**config.mk**
```make
export PLATFORM = sky130hd
export DESIGN_NAME = frs_message_queue_ctrl_flat
export DESIGN_NICKNAME = d
export VERILOG_FILES = /design/src/rtl/frs_message_queue_ctrl_if.sv /design/src/rtl/frs_message_queue_ctrl.sv /design/src/flat_wrapper.sv
export SDC_FILE = /design/constraint.sdc
export NUM_CORES = 1
export LEC_CHECK = 0
export BUFFER_PORTS_ARGS = -buffer_cell sky130_fd_sc_hd__buf_2
export CAP_MARGIN = 20
export CORE_MARGIN = 1.5
export CORE_UTILIZATION = 50
export CTS_BUF_LIST = sky130_fd_sc_hd__clkbuf_4
export CTS_CLUSTER_DIAMETER = 80
export DETAILED_ROUTE_END_ITERATION = 10
export GPL_TIMING_DRIVEN = 0
export PLACE_DENSITY = 0.78
export SKIP_CTS_REPAIR_TIMING = 1
export SYNTH_ARGS = -nofsm -noshare
export SYNTH_HDL_FRONTEND = slang
export SYNTH_SLANG_ARGS = --single-unit
export TNS_END_PERCENT = 50
```
**constraint.sdc**
```tcl
create_clock -name clk -period 6.03 [get_ports clk]
set_clock_uncertainty 0.2 [all_clocks]
set_input_delay 1.206 -clock clk [delete_from_list [all_inputs] [get_ports clk]]
set_output_delay 1.206 -clock clk [all_outputs]
set_load 0.02 [all_outputs]
```
**src/rtl/frs_message_queue_ctrl_if.sv**
```systemverilog
// FRS message queue controller bus: message delivery, configuration access,
// and interrupt/status outputs grouped behind one interface.
interface frs_message_queue_ctrl_if;
    logic        frs_msg_valid;
    logic [15:0] frs_msg_func_id;
    logic [3:0]  frs_msg_reason;
    logic        cfg_rd;
    logic        cfg_wr;
    logic [1:0]  cfg_dw_sel;
    logic [31:0] cfg_wdata;
    logic [31:0] hdr_read_data;
    logic [31:0] cfg_rdata;
    logic        cfg_rd_valid;
    logic        irq_req;
    logic [4:0]  irq_msg_num;
    logic        queue_empty;

    // Side that delivers messages and issues config accesses.
    modport master (
        output frs_msg_valid, frs_msg_func_id, frs_msg_reason,
        output cfg_rd, cfg_wr, cfg_dw_sel, cfg_wdata, hdr_read_data,
        input  cfg_rdata, cfg_rd_valid, irq_req, irq_msg_num, queue_empty
    );

    // Controller side.
    modport slave (
        input  frs_msg_valid, frs_msg_func_id, frs_msg_reason,
        input  cfg_rd, cfg_wr, cfg_dw_sel, cfg_wdata, hdr_read_data,
        output cfg_rdata, cfg_rd_valid, irq_req, irq_msg_num, queue_empty
    );
endinterface

```
**src/rtl/frs_message_queue_ctrl.sv**
```systemverilog
// FRS Queueing capability controller: bounded FIFO of received FRS messages,
// capability/control/queue config dwords, RW1C status and interrupt request.
module frs_message_queue_ctrl #(
    parameter int          QUEUE_DEPTH = 4,
    parameter logic [4:0]  INT_MSG_NUM = 5'd0
) (
    input  logic                        clk,
    input  logic                        rst,
    frs_message_queue_ctrl_if.slave     bus
);

    localparam int PTR_W = (QUEUE_DEPTH > 1) ? $clog2(QUEUE_DEPTH) : 1;
    localparam int CNT_W = $clog2(QUEUE_DEPTH + 1);
    localparam logic [CNT_W-1:0] DEPTH_CNT   = CNT_W'(QUEUE_DEPTH);
    localparam logic [PTR_W-1:0] LAST_PTR    = PTR_W'(QUEUE_DEPTH - 1);
    localparam logic [11:0]      DEPTH_FIELD = 12'(QUEUE_DEPTH);

    typedef enum logic [1:0] {
        DW_HDR   = 2'd0,
        DW_CAP   = 2'd1,
        DW_CTRL  = 2'd2,
        DW_QUEUE = 2'd3
    } dw_sel_e;

    // Entry layout: {reason[3:0], func_id[15:0]}
    logic [19:0]      mem_q [QUEUE_DEPTH];

    logic [PTR_W-1:0] head_q, head_d;
    logic [PTR_W-1:0] tail_q, tail_d;
    logic [CNT_W-1:0] count_q, count_d;
    logic             msg_received_q, msg_received_d;
    logic             msg_overflow_q, msg_overflow_d;
    logic             int_enable_q, int_enable_d;
    logic             irq_ev_q, irq_ev_d;
    logic             irq_req_q, irq_req_d;
    logic [31:0]      rdata_q, rdata_d;
    logic             rd_valid_q, rd_valid_d;
    logic             queue_empty_q, queue_empty_d;

    logic             fifo_empty;
    logic             fifo_full;
    logic             deq_req;
    logic             ctrl_wr;
    logic             do_deq;
    logic             do_enq;
    logic             overflow_evt;
    logic             mem_we;
    logic [19:0]      mem_wdata;
    logic [19:0]      head_entry;

    function automatic logic [PTR_W-1:0] ptr_inc(input logic [PTR_W-1:0] p);
        return (p == LAST_PTR) ? '0 : p + PTR_W'(1);
    endfunction

    // FIFO bookkeeping, RW1C status and interrupt edge detection.
    // Dequeue is resolved before enqueue so a full FIFO can accept a message
    // in the same cycle it is popped.
    always_comb begin
        fifo_empty     = (count_q == '0);
        fifo_full      = (count_q == DEPTH_CNT);
        deq_req        = bus.cfg_wr && (bus.cfg_dw_sel == DW_QUEUE);
        ctrl_wr        = bus.cfg_wr && (bus.cfg_dw_sel == DW_CTRL);
        do_deq         = deq_req && !fifo_empty;
        do_enq         = bus.frs_msg_valid && (!fifo_full || do_deq);
        overflow_evt   = bus.frs_msg_valid && fifo_full && !do_deq;

        mem_we         = do_enq && !rst;
        mem_wdata      = {bus.frs_msg_reason, bus.frs_msg_func_id};

        head_d         = do_deq ? ptr_inc(head_q) : head_q;
        tail_d         = do_enq ? ptr_inc(tail_q) : tail_q;
        count_d        = count_q + CNT_W'(do_enq) - CNT_W'(do_deq);
        queue_empty_d  = (count_d == '0);

        // Hardware set takes priority over a simultaneous software clear.
        msg_received_d = (msg_received_q & ~(ctrl_wr & bus.cfg_wdata[0]))
                         | bus.frs_msg_valid;
        msg_overflow_d = (msg_overflow_q & ~(ctrl_wr & bus.cfg_wdata[1]))
                         | overflow_evt;
        int_enable_d   = ctrl_wr ? bus.cfg_wdata[16] : int_enable_q;

        irq_ev_d       = msg_received_d & int_enable_d;
        irq_req_d      = irq_ev_d & ~irq_ev_q;
    end

    // Config read mux; samples state before this cycle's updates.
    always_comb begin
        head_entry = fifo_empty ? '0 : mem_q[head_q];
        rd_valid_d = bus.cfg_rd;
        rdata_d    = rdata_q;
        if (bus.cfg_rd) begin
            unique case (bus.cfg_dw_sel)
                DW_HDR:   rdata_d = bus.hdr_read_data;
                DW_CAP:   rdata_d = {11'b0, INT_MSG_NUM, 4'b0, DEPTH_FIELD};
                DW_CTRL:  rdata_d = {15'b0, int_enable_q, 14'b0,
                                     msg_overflow_q, msg_received_q};
                DW_QUEUE: rdata_d = {12'b0, head_entry};
                default:  rdata_d = '0;
            endcase
        end
    end

    // FIFO storage; not reset, validity is tracked by the pointers and count.
    always_ff @(posedge clk) begin
        if (mem_we) begin
            mem_q[tail_q] <= mem_wdata;
        end
    end

    // Control and status registers with synchronous reset.
    always_ff @(posedge clk) begin
        if (rst) begin
            head_q         <= '0;
            tail_q         <= '0;
            count_q        <= '0;
            msg_received_q <= 1'b0;
            msg_overflow_q <= 1'b0;
            int_enable_q   <= 1'b0;
            irq_ev_q       <= 1'b0;
            irq_req_q      <= 1'b0;
            rdata_q        <= '0;
            rd_valid_q     <= 1'b0;
            queue_empty_q  <= 1'b1;
        end else begin
            head_q         <= head_d;
            tail_q         <= tail_d;
            count_q        <= count_d;
            msg_received_q <= msg_received_d;
            msg_overflow_q <= msg_overflow_d;
            int_enable_q   <= int_enable_d;
            irq_ev_q       <= irq_ev_d;
            irq_req_q      <= irq_req_d;
            rdata_q        <= rdata_d;
            rd_valid_q     <= rd_valid_d;
            queue_empty_q  <= queue_empty_d;
        end
    end

    assign bus.cfg_rdata    = rdata_q;
    assign bus.cfg_rd_valid = rd_valid_q;
    assign bus.irq_req      = irq_req_q;
    assign bus.irq_msg_num  = INT_MSG_NUM;
    assign bus.queue_empty  = queue_empty_q;

endmodule

```
**src/flat_wrapper.sv**
```systemverilog
// flat-port wrapper written by rule: the top's interface ports become plain ports
module frs_message_queue_ctrl_flat 
#(
    parameter int          QUEUE_DEPTH = 4,
    parameter logic [4:0]  INT_MSG_NUM = 5'd0
)
  (clk, rst, bus_frs_msg_valid, bus_frs_msg_func_id, bus_frs_msg_reason, bus_cfg_rd, bus_cfg_wr, bus_cfg_dw_sel, bus_cfg_wdata, bus_hdr_read_data, bus_cfg_rdata, bus_cfg_rd_valid, bus_irq_req, bus_irq_msg_num, bus_queue_empty);
  frs_message_queue_ctrl_if bus_i ();
  input  logic clk;
  input  logic rst;
  input wire logic [$bits(bus_i.frs_msg_valid)-1:0] bus_frs_msg_valid;
  input wire logic [$bits(bus_i.frs_msg_func_id)-1:0] bus_frs_msg_func_id;
  input wire logic [$bits(bus_i.frs_msg_reason)-1:0] bus_frs_msg_reason;
  input wire logic [$bits(bus_i.cfg_rd)-1:0] bus_cfg_rd;
  input wire logic [$bits(bus_i.cfg_wr)-1:0] bus_cfg_wr;
  input wire logic [$bits(bus_i.cfg_dw_sel)-1:0] bus_cfg_dw_sel;
  input wire logic [$bits(bus_i.cfg_wdata)-1:0] bus_cfg_wdata;
  input wire logic [$bits(bus_i.hdr_read_data)-1:0] bus_hdr_read_data;
  output wire logic [$bits(bus_i.cfg_rdata)-1:0] bus_cfg_rdata;
  output wire logic [$bits(bus_i.cfg_rd_valid)-1:0] bus_cfg_rd_valid;
  output wire logic [$bits(bus_i.irq_req)-1:0] bus_irq_req;
  output wire logic [$bits(bus_i.irq_msg_num)-1:0] bus_irq_msg_num;
  output wire logic [$bits(bus_i.queue_empty)-1:0] bus_queue_empty;
  assign bus_i.frs_msg_valid = bus_frs_msg_valid;
  assign bus_i.frs_msg_func_id = bus_frs_msg_func_id;
  assign bus_i.frs_msg_reason = bus_frs_msg_reason;
  assign bus_i.cfg_rd = bus_cfg_rd;
  assign bus_i.cfg_wr = bus_cfg_wr;
  assign bus_i.cfg_dw_sel = bus_cfg_dw_sel;
  assign bus_i.cfg_wdata = bus_cfg_wdata;
  assign bus_i.hdr_read_data = bus_hdr_read_data;
  assign bus_cfg_rdata = bus_i.cfg_rdata;
  assign bus_cfg_rd_valid = bus_i.cfg_rd_valid;
  assign bus_irq_req = bus_i.irq_req;
  assign bus_irq_msg_num = bus_i.irq_msg_num;
  assign bus_queue_empty = bus_i.queue_empty;
  frs_message_queue_ctrl #(.QUEUE_DEPTH(QUEUE_DEPTH), .INT_MSG_NUM(INT_MSG_NUM)) u_core (.clk(clk), .rst(rst), .bus(bus_i));
endmodule
```
After elaboration in Yosys (flattened, before gate mapping)
Memory sizes are Yosys's and may differ from the RTL's. A register that Yosys moved wholly into a read port is not among the register bits.
Cells that the tools add are included.
W data, S select, Z words.
- $add $sub $neg: 4
- equality and inequality tests: 6
- multiplexer cells: 9
- bitwise operators: 11
- reductions and logical operators: 15
- operators by type and width (kind ; count):
    $pmux W32 S4 ; 1
    $mux W20 ; 1
    $eq A2 B2 Y1 const B ; 4
    $mux W2 ; 4
    $logic_and A1 B1 Y1 ; 7
    $and A1 B1 Y1 ; 6
    $logic_not A3 Y1 ; 2
    $add A2 B1 Y2 const B ; 2
    $logic_not A1 Y1 ; 4
    $add A3 B1 Y3 ; 1
    $eq A3 B3 Y1 const B ; 1
    $mux W1 ; 3
    $not A1 Y1 ; 3
    $sub A3 B1 Y3 ; 1
    $eq A2 B1 Y1 const B ; 1
    $logic_not A2 Y1 ; 1
    $or A1 B1 Y1 ; 2
    $logic_or A1 B1 Y1 ; 1
- register bits after elaboration: 46
- RAM bits: 80
- output and inout port bits: 40
- word-level logic and storage cells: 57
- memories kept: 1
- memory list (name ; depth ; width ; rd ports ; clocked after Yosys merged registers in ; wr ports ; line ; text):
    u_core.mem_q ; 4 ; 20 ; 1 ; 1 ; 1 ; frs_message_queue_ctrl.sv:26 ; logic [19:0] mem_q [QUEUE_DEPTH];

Logic depth before layout (Yosys ltp)
Gate-level depths: netlist of the first run.
- depth after elaboration: 8
- mapped depth: 11
- mapped depth without buffers: 9

Worst setup path after synthesis of the first run
OpenSTA, ideal clock, no wires.
- path kind: in2reg
- start point: input bus_cfg_dw_sel[1]
- end point: memory u_core.mem_q[2][0], enable pin
- library setup time: 0.427 ns
- arrival: 3.331 ns
- path slack: 2.072 ns
- cell stages on the path: 4
- path buffers: 1
- cells stage by stage: buf_2 > nand3_1 > a31o_2 > nor3b_1
- longest elaborated chain between the ends: 8
- RTL lines (element ; line ; text):
    from (decl) ; flat_wrapper.sv:16 ; input wire logic [$bits(bus_i.cfg_dw_sel)-1:0] bus_cfg_dw_sel;
    $eq A2 B2 Y1 ; frs_message_queue_ctrl.sv:61 ; deq_req = bus.cfg_wr && (bus.cfg_dw_sel == DW_QUEUE);
    $logic_and A1 B1 Y1 ; frs_message_queue_ctrl.sv:61 ;
    $logic_and A1 B1 Y1 ; frs_message_queue_ctrl.sv:63 ; do_deq = deq_req && !fifo_empty;
    $logic_or A1 B1 Y1 ; frs_message_queue_ctrl.sv:64 ; do_enq = bus.frs_msg_valid && (!fifo_full || do_deq);
    $logic_and A1 B1 Y1 ; frs_message_queue_ctrl.sv:64 ;
    $logic_and A1 B1 Y1 ; frs_message_queue_ctrl.sv:67 ; mem_we = do_enq && !rst;
    $mux W1 ; frs_message_queue_ctrl.sv:105 ; if (mem_we) begin
    $mux W1 (not written as such) ; frs_message_queue_ctrl.sv:106 ; mem_q[tail_q] <= mem_wdata;
    to (decl) ; frs_message_queue_ctrl.sv:26 ;
Every way passes these cells.

Worst setup path after layout of the first run
- start point: input bus_cfg_dw_sel[1]
- end point: register u_core.queue_empty_q (netlist: u_core.bus.queue_empty)
- longest elaborated chain between the ends: 8
- RTL lines (element ; line ; text):
    $eq A2 B2 Y1 (*) ; frs_message_queue_ctrl.sv:61 ;
    $logic_and A1 B1 Y1 (*) ; frs_message_queue_ctrl.sv:61 ;
    $logic_and A1 B1 Y1 (*) ; frs_message_queue_ctrl.sv:63 ;
    $logic_or A1 B1 Y1 ; frs_message_queue_ctrl.sv:64 ;
    $logic_and A1 B1 Y1 ; frs_message_queue_ctrl.sv:64 ;
    $add A3 B1 Y3 ; frs_message_queue_ctrl.sv:72 ; count_d = count_q + CNT_W'(do_enq) - CNT_W'(do_deq);
    $sub A3 B1 Y3 (*) ; frs_message_queue_ctrl.sv:72 ;
    $logic_not A3 Y1 (*) ; frs_message_queue_ctrl.sv:73 ; queue_empty_d = (count_d == '0);
    to (signal assigned) ; frs_message_queue_ctrl.sv:135 ; queue_empty_q <= queue_empty_d;
    to (decl) ; frs_message_queue_ctrl.sv:38 ; logic queue_empty_q, queue_empty_d;
Every way passes the cells marked *; elsewhere a longest branch is shown, timed or not.
A chain may end at the register's enable or synchronous reset.

==> results of run 1 <==
## flip-flops by register name, summed over array words and instances, names as in the netlist, named ones only
register                 count
u_core.bus.cfg_rd_valid      1
u_core.bus.cfg_rdata        32
u_core.bus.irq_req           1
u_core.bus.queue_empty       1
u_core.count_q               3
u_core.head_q                2
u_core.int_enable_q          1
u_core.irq_ev_q              1
u_core.mem_q                80
u_core.msg_overflow_q        1
u_core.msg_received_q        1
u_core.tail_q                2
## worst paths after layout
path / startpoint / slack (ns) / endpoint
setup / recovery: bus_cfg_dw_sel[1] / 2.94 / u_core.bus.queue_empty$_SDFF_PP1_
hold / removal: u_core.irq_ev_q$_SDFF_PP0_ / 0.20 / u_core.bus.irq_req$_SDFF_PP0_
setup reg to reg: u_core.count_q[0]$_SDFF_PP0_ / 3.36 / u_core.bus.queue_empty$_SDFF_PP1_
hold reg to reg: u_core.irq_ev_q$_SDFF_PP0_ / 0.20 / u_core.bus.irq_req$_SDFF_PP0_
## stage by stage
step | hold slack [ns] | cell area, um^2 | utilization, % | setup WS [ns] | instances
2_1_floorplan | 0.176 | 5110 | - | 2.07 | 346
3_3_place_gp | 0.180 | 5750 | 58.5 | 0.806 | 572
3_5_place_dp | 0.193 | 5830 | 59.4 | 2.42 | 578
4_1_cts | 0.208 | 6190 | 63.0 | 3.00 | 610
5_1_grt | 0.215 | 6190 | 63.0 | 2.89 | 610
6_report | 0.202 | 6190 | 63.0 | 2.94 | 610
## cell usage in the layout (no fill, tap or decap), drive strengths merged
master and instances:
nand4b 1, and2 1, clkinv 2, nor3 19
nor2b 3, inv 15, nand3 17, nand2 17
o21ai 5, nand4 1, fa 1, o21bai 1
a311oi 1, o22ai 1, conb 5, o311a 1
clkbuf 25, xor2 1, a221oi 16, dfxtp 48
buf 118, mux2 4, xnor2 2, nand2b 5
nor3b 8, a31o 2, bufinv 6, nand3b 1
nor2 26, ha 6, edfxtp 80, a21oi 16
mux2i 2, mux4 20
## report_power, final
part | internal, mW | leakage (nW) | switching, mW | total (mW)
Combinational | 0.124 | 1.07 | 0.160 | 0.284
Sequential | 0.987 | 1.12 | 0.0277 | 1.01
Clock | 0.412 | 0.199 | 0.300 | 0.712
Total | 1.52 | 2.39 | 0.488 | 2.01
## routing by layer
metal  global-route usage (%)  up-vias
met5                        0        -
met4                     8.53        0
met3                     6.64       10
met2                     34.3      125
met1                     25.8     1609
li1                         -     1544
## cell type report
cell class	instances	area share (%)
inverters	9	0.546
clock buffers	18	2.18
clock inverters	14	3.50
repair buffers	99	8.62
multi-input cells	183	25.5
plain buffers	26	2.61
flip-flops and latches	128	54.4
well taps	133	2.69
## cells by family after synthesis
kind of cell / Yosys count / synth area share, %
muxes: 26 / 10.1
AOI/OAI and AO/OA: 43 / 8.10
DFF: 128 / 65.9
xor gates and xnor gates: 3 / 0.515
buffers and inverters: 35 / 3.83
other: 1 / 0.0735
adders and majority gates: 7 / 1.86
and+or+nand+nor: 99 / 9.57
==> flow_summary.toml, run 1 <==
[outcome]
status = "completed"

[setup_path]
timing.critical_path.mode_cell = "xnor2_1"
cp.required_ns = 6.24
critPathTopFamily = "adder cells"
path_max_fanout = 10
critPathMaxStageDelay_ns = 0.37
crit_buf_inv = 3
r2r_cells = 10
path_cells = "buf_2 > o311a_4 > buf_6 > nand2_1 > xnor2_1 > ha_1 > inv_1 > fa_1 > xor2_1 > xnor2_1 > a31o_1"
crit_slowest_cell = "fa_1"
critPathKind = "in2reg"
crit_path_start_kind = "input port"
cp-end-kind = "flip-flop"
worstSetupPathDepth = 11
worstPathArrival_ns = 3.30

[synthesis]
netlist_instances = 342
yosysUniqueCellTypes = 40
synthArstFlopShare_pct = 0
synth_edf_count = 80
synth-seq-cells = 128
avgSynthCellArea_um2 = 14.9
synth_largest_area_cell = "edfxtp_1"
synth_most_common_cell = "edfxtp_1"
synth_area_um2 = 5100
synth_area_leaders = "edfxtp_1, dfxtp_1, mux4_2"
yosysWarnings = 0
ys_seq_area_share_pct = 65.9
synth_top_area_share_pct = 47.1
ys_top_cells_by_count = "edfxtp_1, dfxtp_1, nor2_1"
yosys_most_used_dff = "edfxtp_1"

[finish]
multi_input_area_um2 = 1580
final_nets = 562
final_layout_size_suffix_gt1_share_pct = 41.1
areaGrowthSynthToFinish_pct = 21.3
fillers = 787
num_antenna_cells = 0
regArea_um2 = 3360

[clocking]
cts-root-buf = "clkbuf_4"
clkTransAtPathRegs_ns = 0.11
cts.path.max_buffers = 2
clk_latency_ns = 0.51
cts_tree = "built"
clock-sinks = 128
numCtsBuffers = 17
h-tree-depth = 4

[global_route]
grt_pass1_wl_um = 16900
grt_overflow = 0
antenna_found_initial = 0
grt_pass1_vias = 3381
gr-usage-all-layers_pct = 20.9
grt_max_degree = 17

[floorplanning]
core_um2 = 9820
io_pins = 131
fp-row-count = 36
start_util_pct = 51.9
die_area_um2 = 10800
die_h_um = 104
die_w_um = 104

[timing]
tightest_slew_ns = 0.919
period_share_pct = 51.3
relSlewSlack_pct = 38.5
setup_viol = 0
hold_violations = 0
max_freq_ghz = 0.323
setup_tns_ns = 0
maxSlewViolCount = 0
fin_crit_ns = 3.09
rsz0062_at_grt = "false"

[routing]
dr.max_layer_used = "met4"
drtIter0Drc = 146
drc = 0
ant_nets = 0
drt-total-wl_um = 10600
met3_wirelength_um = 809
wl_met2_um = 5310
met1_length_um = 4330
avgViaCountPerCell = 5.39
vias = 3288
drt_pass1_iterations = 4
wl_per_cell_um = 17.3

[power]
p_leak_nw = 2.39
power_mw = 2.01
p_per_area_nw_per_um2 = 325
peakVddDrop_uv = 145

[hold_path]
worstHoldPathCells = 1
min_path_type = "reg2reg"

[place]
dpl.hpwl_um = 7350
gp_congestion = 0.775
io_buffers = 93

[run]
cap_violations = 0
Note: power is estimated with default switching activity, not from simulation.
==> run 2: changes to the inputs <==
Settings changed: ABC_AREA from default to 1.
Clock period 6.03 ns to 3.2 ns, I/O delays scaled along.
==> run 2 against run 1 <==
  * Register-to-register slack lost 2.6 ns
  * Synthesized area grew 0.17%
  * Via count rose by 23%
  * Critical endpoint unchanged
  * Largest cell class unchanged
  * Hold slack got worse by 0.11 ns
  * Highest routed layer unchanged
==> flow_summary.toml, run 2 <==
[global_route]
grt_max_degree = 17
gr-usage-all-layers_pct = 23.8
grt_pass1_vias = 3956
grt_pass1_wl_um = 19600
grt_overflow = 0
antenna_found_initial = 0

[synthesis]
synth_largest_area_cell = "edfxtp_1"
yosysWarnings = 0
synth_most_common_cell = "edfxtp_1"
yosysUniqueCellTypes = 27
ys_seq_area_share_pct = 65.8
avgSynthCellArea_um2 = 10.4
synth_simple_gate_area_share_pct = 10.9
synth_compound_area_share_pct = 14.9
synth-adder-area-share_pct = 1.86
synth_top_family_by_area = "compound AO/OA/AOI/OAI gates"
synth_top_area_share_pct = 47.0
synth_edf_count = 80
synth_mux_area_share_pct = 0
yosys_most_used_dff = "edfxtp_1"
synthArstFlopShare_pct = 0
ys_top_cells_by_count = "edfxtp_1, o21ai_0, nand2_1"
netlist_instances = 492
synth_xor_xnor_area_share_pct = 0.514
synth_area_um2 = 5110
synth-seq-cells = 128
synth_area_leaders = "edfxtp_1, dfxtp_1, o21ai_0"

[setup_path]
crit_slowest_cell = "dfxtp_1"
path_max_fanout = 5
crit_path_start_kind = "flip-flop"
path_cells = "nor2_1 > nand2_1 > nand2_2 > o21ai_2 > nand2_1 > inv_2 > ha_1 > inv_1 > fa_1 > xnor2_1 > xor2_1 > nand3_1 > nand2_1"
timing.critical_path.mode_cell = "nand2_1"
cp.required_ns = 3.51
cp-end-kind = "flip-flop"
worst-r2r-setup-slack_ns = 0.77
r2r_cells = 13
critPathKind = "reg2reg"
rr_endpoint = "u_core.bus.queue_empty$_SDFF_PP1_"
critPathMaxStageDelay_ns = 0.44
r2r-start = "u_core.count_q[1]$_SDFF_PP0_"
worstPathArrival_ns = 2.74

[place]
gp_congestion = 0.822
dpl_cell_area_um2 = 5880
dpl.hpwl_um = 8410
preCtsSetupSlack_ns = 0.448
dp.cells = 728
io_buffers = 95

[clocking]
clock-sinks = 128
cts.path.max_buffers = 2
cts-root-buf = "clkbuf_4"
numCtsBuffers = 17
clkTransAtPathRegs_ns = 0.12
cts_tree = "built"
h-tree-depth = 4
clk_latency_ns = 0.56

[finish]
largest_reg_flops = 80
final_common_cell = "buf_2"
areaGrowthSynthToFinish_pct = 20.5
final_cell_mix = "buf_2, edfxtp_1, o21ai_0"
final_core_util_pct = 62.4
fin_area_um2 = 6160
fillers = 771
num_antenna_cells = 0
final_nets = 712
fin_cells = 760
top_register = "u_core.mem_q"
final_layout_size_suffix_gt1_share_pct = 24.6

[timing]
fin_crit_ns = 2.43
max_freq_ghz = 0.411
maxSlewViolCount = 0
setup_viol = 0
hold_violations = 0
rsz0062_at_grt = "false"
relSlewSlack_pct = 59.5
period_share_pct = 76.0
tightest_slew_ns = 0.608
worst_slack_ns = 0.767
setup_tns_ns = 0

[floorplanning]
die_area_um2 = 10800
start_util_pct = 51.8
core_um2 = 9860
fp-row-count = 36
die_w_um = 104
io_pins = 131
die_h_um = 104

[routing]
avgViaCountPerCell = 5.32
drt_pass1_iterations = 5
drtIter0Drc = 330
vias = 4041
ant_nets = 0
wl_per_cell_um = 16.2
drc = 0
drt-total-wl_um = 12300

[run]
cap_violations = 0

[hold_path]
hold-path-endpoint = "u_core.mem_q[3][17]$_DFFE_PP_"
worstHoldStart = "bus_frs_msg_reason[1]"
min_path_type = "in2reg"
worstHoldPathCells = 1

[power]
p_leak_nw = 2.57
p_per_area_nw_per_um2 = 593
peakVddDrop_uv = 235

[outcome]
status = "completed"
run 2: changes by cell type in the layout (fill, tap and decap cells not counted), sizes merged, moves of 8 or more:
cell	before	now
a21oi	16	55
o22ai	1	17
nand2	17	67
nor3b	8	0
clkinv	2	11
clkbuf	25	33
a221oi	16	0
o21ai	5	71
nor3	19	2
mux4	20	0
nor2	26	56
inv	15	37
run 2: where the power goes:
part           switching (mW)  total, mW  internal [mW]
Sequential             0.0521       1.92           1.87
Clock                   0.573       1.11          0.533
Combinational           0.406      0.630          0.224
Total                    1.03       3.65           2.62
run 2: layout make-up:
type | instances | area [um^2] | area share [%]
clock inverter | 14 | 148 | 2.40
inverter | 39 | 146 | 2.38
clock buffer | 18 | 135 | 2.19
buffer | 32 | 158 | 2.56
timing repair buffer | 99 | 586 | 9.51
sequential | 128 | 3360 | 54.6
multi-input combinational | 297 | 1460 | 23.6
tap | 133 | 166 | 2.70
run 2: stage by stage:
stage / hold WS [ns] / total power, mW
after floorplan: 0.176 / 2.34
after global placement: 0.185 / 2.52
after detailed placement: 0.199 / 2.57
after CTS: 0.0844 / 3.65
after global routing: 0.0729 / 3.80
final: 0.0949 / 3.65
run 2: cell families after synthesis:
logic type / count (synthesis)
xor gates and xnor gates: 3
DFF: 128
and+or+nand+nor: 137
other: 1
AOI/OAI and AO/OA: 145
adders and majority gates: 7
buffers and inverters: 71
run 2: routing by layer:
layer | GRT usage, % | share of wire, % | up-vias
li1 | - | - | 1937
met1 | 28.2 | 41 | 1891
met2 | 40.0 | 49 | 181
met3 | 5.14 | 6.6 | 32
met4 | 13.9 | 3.0 | 0
met5 | 0 | 0 | -
run 2: worst max path at each step:
stage	endpoint	startpoint	slack [ns]
global route	u_core.bus.queue_empty$_SDFF_PP1_	u_core.count_q[1]$_SDFF_PP0_	0.57
detailed placement	u_core.bus.queue_empty$_SDFF_PP1_	bus_cfg_dw_sel[1]	0.45
finish	u_core.bus.queue_empty$_SDFF_PP1_	u_core.count_q[1]$_SDFF_PP0_	0.77
global placement	u_core.mem_q[0][5]$_DFFE_PP_	bus_cfg_dw_sel[1]	0.24
floorplan	u_core.bus.queue_empty$_SDFF_PP1_	bus_cfg_dw_sel[0]	0.80
CTS	u_core.bus.queue_empty$_SDFF_PP1_	u_core.count_q[1]$_SDFF_PP0_	0.76
run 2: critical path, delay by kind of cell (launching register included):
family / cells / cell delay, ns
adders and majority gates: 2 / 0.53
DFF: 1 / 0.44
AOI/OAI and AO/OA: 1 / 0.22
buffers and inverters: 2 / 0.15
and+or+nand+nor: 6 / 0.48
xor gates and xnor gates: 2 / 0.38
==> run 3: changes to the inputs <==
Clock period 3.2 ns to 2.5 ns, I/O delays scaled along.
==> run 3 against run 2 <==
  * Register-to-register slack worse by 0.60 ns
  * Cell count grew 4.2%
  * Critical path type unchanged
  * Routed wire length rose by 3.3%
  * Flip-flop and latch count unchanged
  * Clock power is 27% higher
  * Non-clock buffer count grew 32
  * Die area stayed put
  * Sequential share of layout area down 2.7 points
  * Core utilization increased by 3.3 points
  * Worst setup slack worse by 0.60 ns
==> flow_summary.toml, run 3 (synthesis gave the netlist of run 2 again) <==
[outcome]
status = "completed"

[finish]
fillers = 733
final_layout_size_suffix_gt1_share_pct = 24.1
fin_cells = 792
areaGrowthSynthToFinish_pct = 27.0
final_nets = 744
largest_reg_flops = 80
final_cell_mix = "buf_2, edfxtp_1, o21ai_0"
final_common_cell = "buf_2"
top_register = "u_core.mem_q"
num_antenna_cells = 0

[clocking]
clock-sinks = 128
cts.path.max_buffers = 2
h-tree-depth = 4
cts_tree = "built"
clkTransAtPathRegs_ns = 0.11
cts-root-buf = "clkbuf_4"
numCtsBuffers = 17
clk_latency_ns = 0.55

[setup_path]
timing.critical_path.mode_cell = "nand2_1"
crit_path_start_kind = "flip-flop"
path_max_fanout = 4
critPathKind = "reg2reg"
path_cells = "nor2_1 > nand2_1 > nand2_2 > o21ai_4 > nand2_1 > inv_2 > ha_1 > inv_1 > fa_1 > xnor2_1 > xor2_1 > nand3_1 > nand2_1"
r2r_cells = 13
rr_endpoint = "u_core.bus.queue_empty$_SDFF_PP1_"
cp-end-kind = "flip-flop"
worst-r2r-setup-slack_ns = 0.16
crit_buf_inv = 2
r2r-start = "u_core.count_q[0]$_SDFF_PP0_"
critPathMaxStageDelay_ns = 0.38
critPathTopFamily = "adder cells"
crit_slowest_cell = "dfxtp_2"
worstSetupPathDepth = 13
cp.required_ns = 2.80
worstPathArrival_ns = 2.64

[floorplanning]
core_um2 = 9860
start_util_pct = 51.8
die_h_um = 104
io_pins = 131
fp-row-count = 36
die_area_um2 = 10800
die_w_um = 104

[power]
p_leak_nw = 2.70
peakVddDrop_uv = 317
p_clk_share_pct = 29.8
swShare_pct = 28.2
p_per_area_nw_per_um2 = 730
seqPwrFrac_pct = 52.0
power.internal_mw = 3.40
combPwrFrac_pct = 18.3
power.net_switching_mw = 1.33

[timing]
worst_slack_ns = 0.165
fin_crit_ns = 2.34
hold_violations = 0
maxSlewViolCount = 0
max_freq_ghz = 0.428
period_share_pct = 93.4
tightest_slew_ns = 0.590
setup_viol = 0
relSlewSlack_pct = 60.6

[global_route]
grt_pass1_wl_um = 19600
antenna_found_initial = 0
gr-usage-all-layers_pct = 23.8
grt_pass1_vias = 3956
grt_overflow = 0
grt_max_degree = 17

[hold_path]
min_path_type = "in2reg"
hold-path-endpoint = "u_core.bus.cfg_rdata[24]$_SDFFE_PP0P_"
worstHoldStart = "bus_hdr_read_data[24]"
worstHoldPathCells = 3

[routing]
avgViaCountPerCell = 5.32
drc = 0
drtIter0Drc = 339
wl_per_cell_um = 16.0
drt_pass1_iterations = 5
vias = 4215
ant_nets = 0
drt-total-wl_um = 12700

[place]
gp_congestion = 0.822
io_buffers = 95
dpl.hpwl_um = 8410
dp.cells = 728
preCtsSetupSlack_ns = -0.112

[run]
cap_violations = 0
## run 3: power groups by stage
stage / Sequential [mW] / Combinational [mW] / Clock [mW]
finish: 2.46 / 0.866 / 1.41
CTS: 2.45 / 0.801 / 1.42
floorplan: 2.55 / 0.449 / 0
detailed placement: 2.50 / 0.793 / 0
global placement: 2.50 / 0.730 / 0
global route: 2.47 / 0.958 / 1.50
## run 3: worst max-delay path by stage
| stage | startpoint | endpoint | slack, ns |
|---|---|---|---|
| after global placement | bus_cfg_dw_sel[1] | u_core.mem_q[0][5]$_DFFE_PP_ | -0.32 |
| after global routing | u_core.count_q[2]$_SDFF_PP0_ | u_core.bus.queue_empty$_SDFF_PP1_ | -0.02 |
| after detailed placement | bus_cfg_dw_sel[1] | u_core.bus.queue_empty$_SDFF_PP1_ | -0.11 |
| after CTS | u_core.count_q[1]$_SDFF_PP0_ | u_core.bus.queue_empty$_SDFF_PP1_ | 0.06 |
| after floorplan | bus_cfg_dw_sel[0] | u_core.bus.queue_empty$_SDFF_PP1_ | 0.24 |
| final | u_core.count_q[0]$_SDFF_PP0_ | u_core.bus.queue_empty$_SDFF_PP1_ | 0.16 |
## run 3: worst register-to-register path, stage by stage (launching register included)
cell     delay (ns)
dfxtp_2        0.38
nor2_1         0.06
nand2_1        0.08
nand2_2        0.11
o21ai_4        0.18
nand2_1        0.09
inv_2          0.09
ha_1           0.15
inv_1          0.05
fa_1           0.38
xnor2_1        0.18
xor2_1         0.20
nand3_1        0.09
nand2_1        0.07
## run 3: per-stage QoR
stage / util [%] / TNS, ns / hold WS, ns / instance area (um^2) / total power, mW
after global routing: 65.8 / -0.0154 / 0.000433 / 6490 / 4.93
after detailed placement: 59.6 / -0.691 / 0.199 / 5880 / 3.29
after CTS: 62.4 / 0 / -0.0556 / 6160 / 4.67
final: 65.8 / 0 / 0.00842 / 6490 / 4.73
after global placement: 58.4 / -24.10 / 0.185 / 5770 / 3.23
after floorplan: - / 0 / 0.176 / 5120 / 2.99
## run 3: metal layers
metal	GRT usage, %	vias to the layer above	part of all wire [%]
li1	-	1997	-
met1	28.2	1958	40
met2	40.0	221	49
met3	5.14	39	7.5
met4	13.9	0	3.4
met5	0	-	0
## run 3: layout make-up
type                       instances  area, um^2  share of cell area (%)
clock buffer                      18         135                    2.08
inverter                          39         146                    2.26
multi-input combinational        297        1470                    22.6
sequential                       128        3370                    51.9
timing repair buffer             131         898                    13.9
tap                              133         166                    2.57
buffer                            32         158                    2.43
clock inverter                    14         148                    2.28
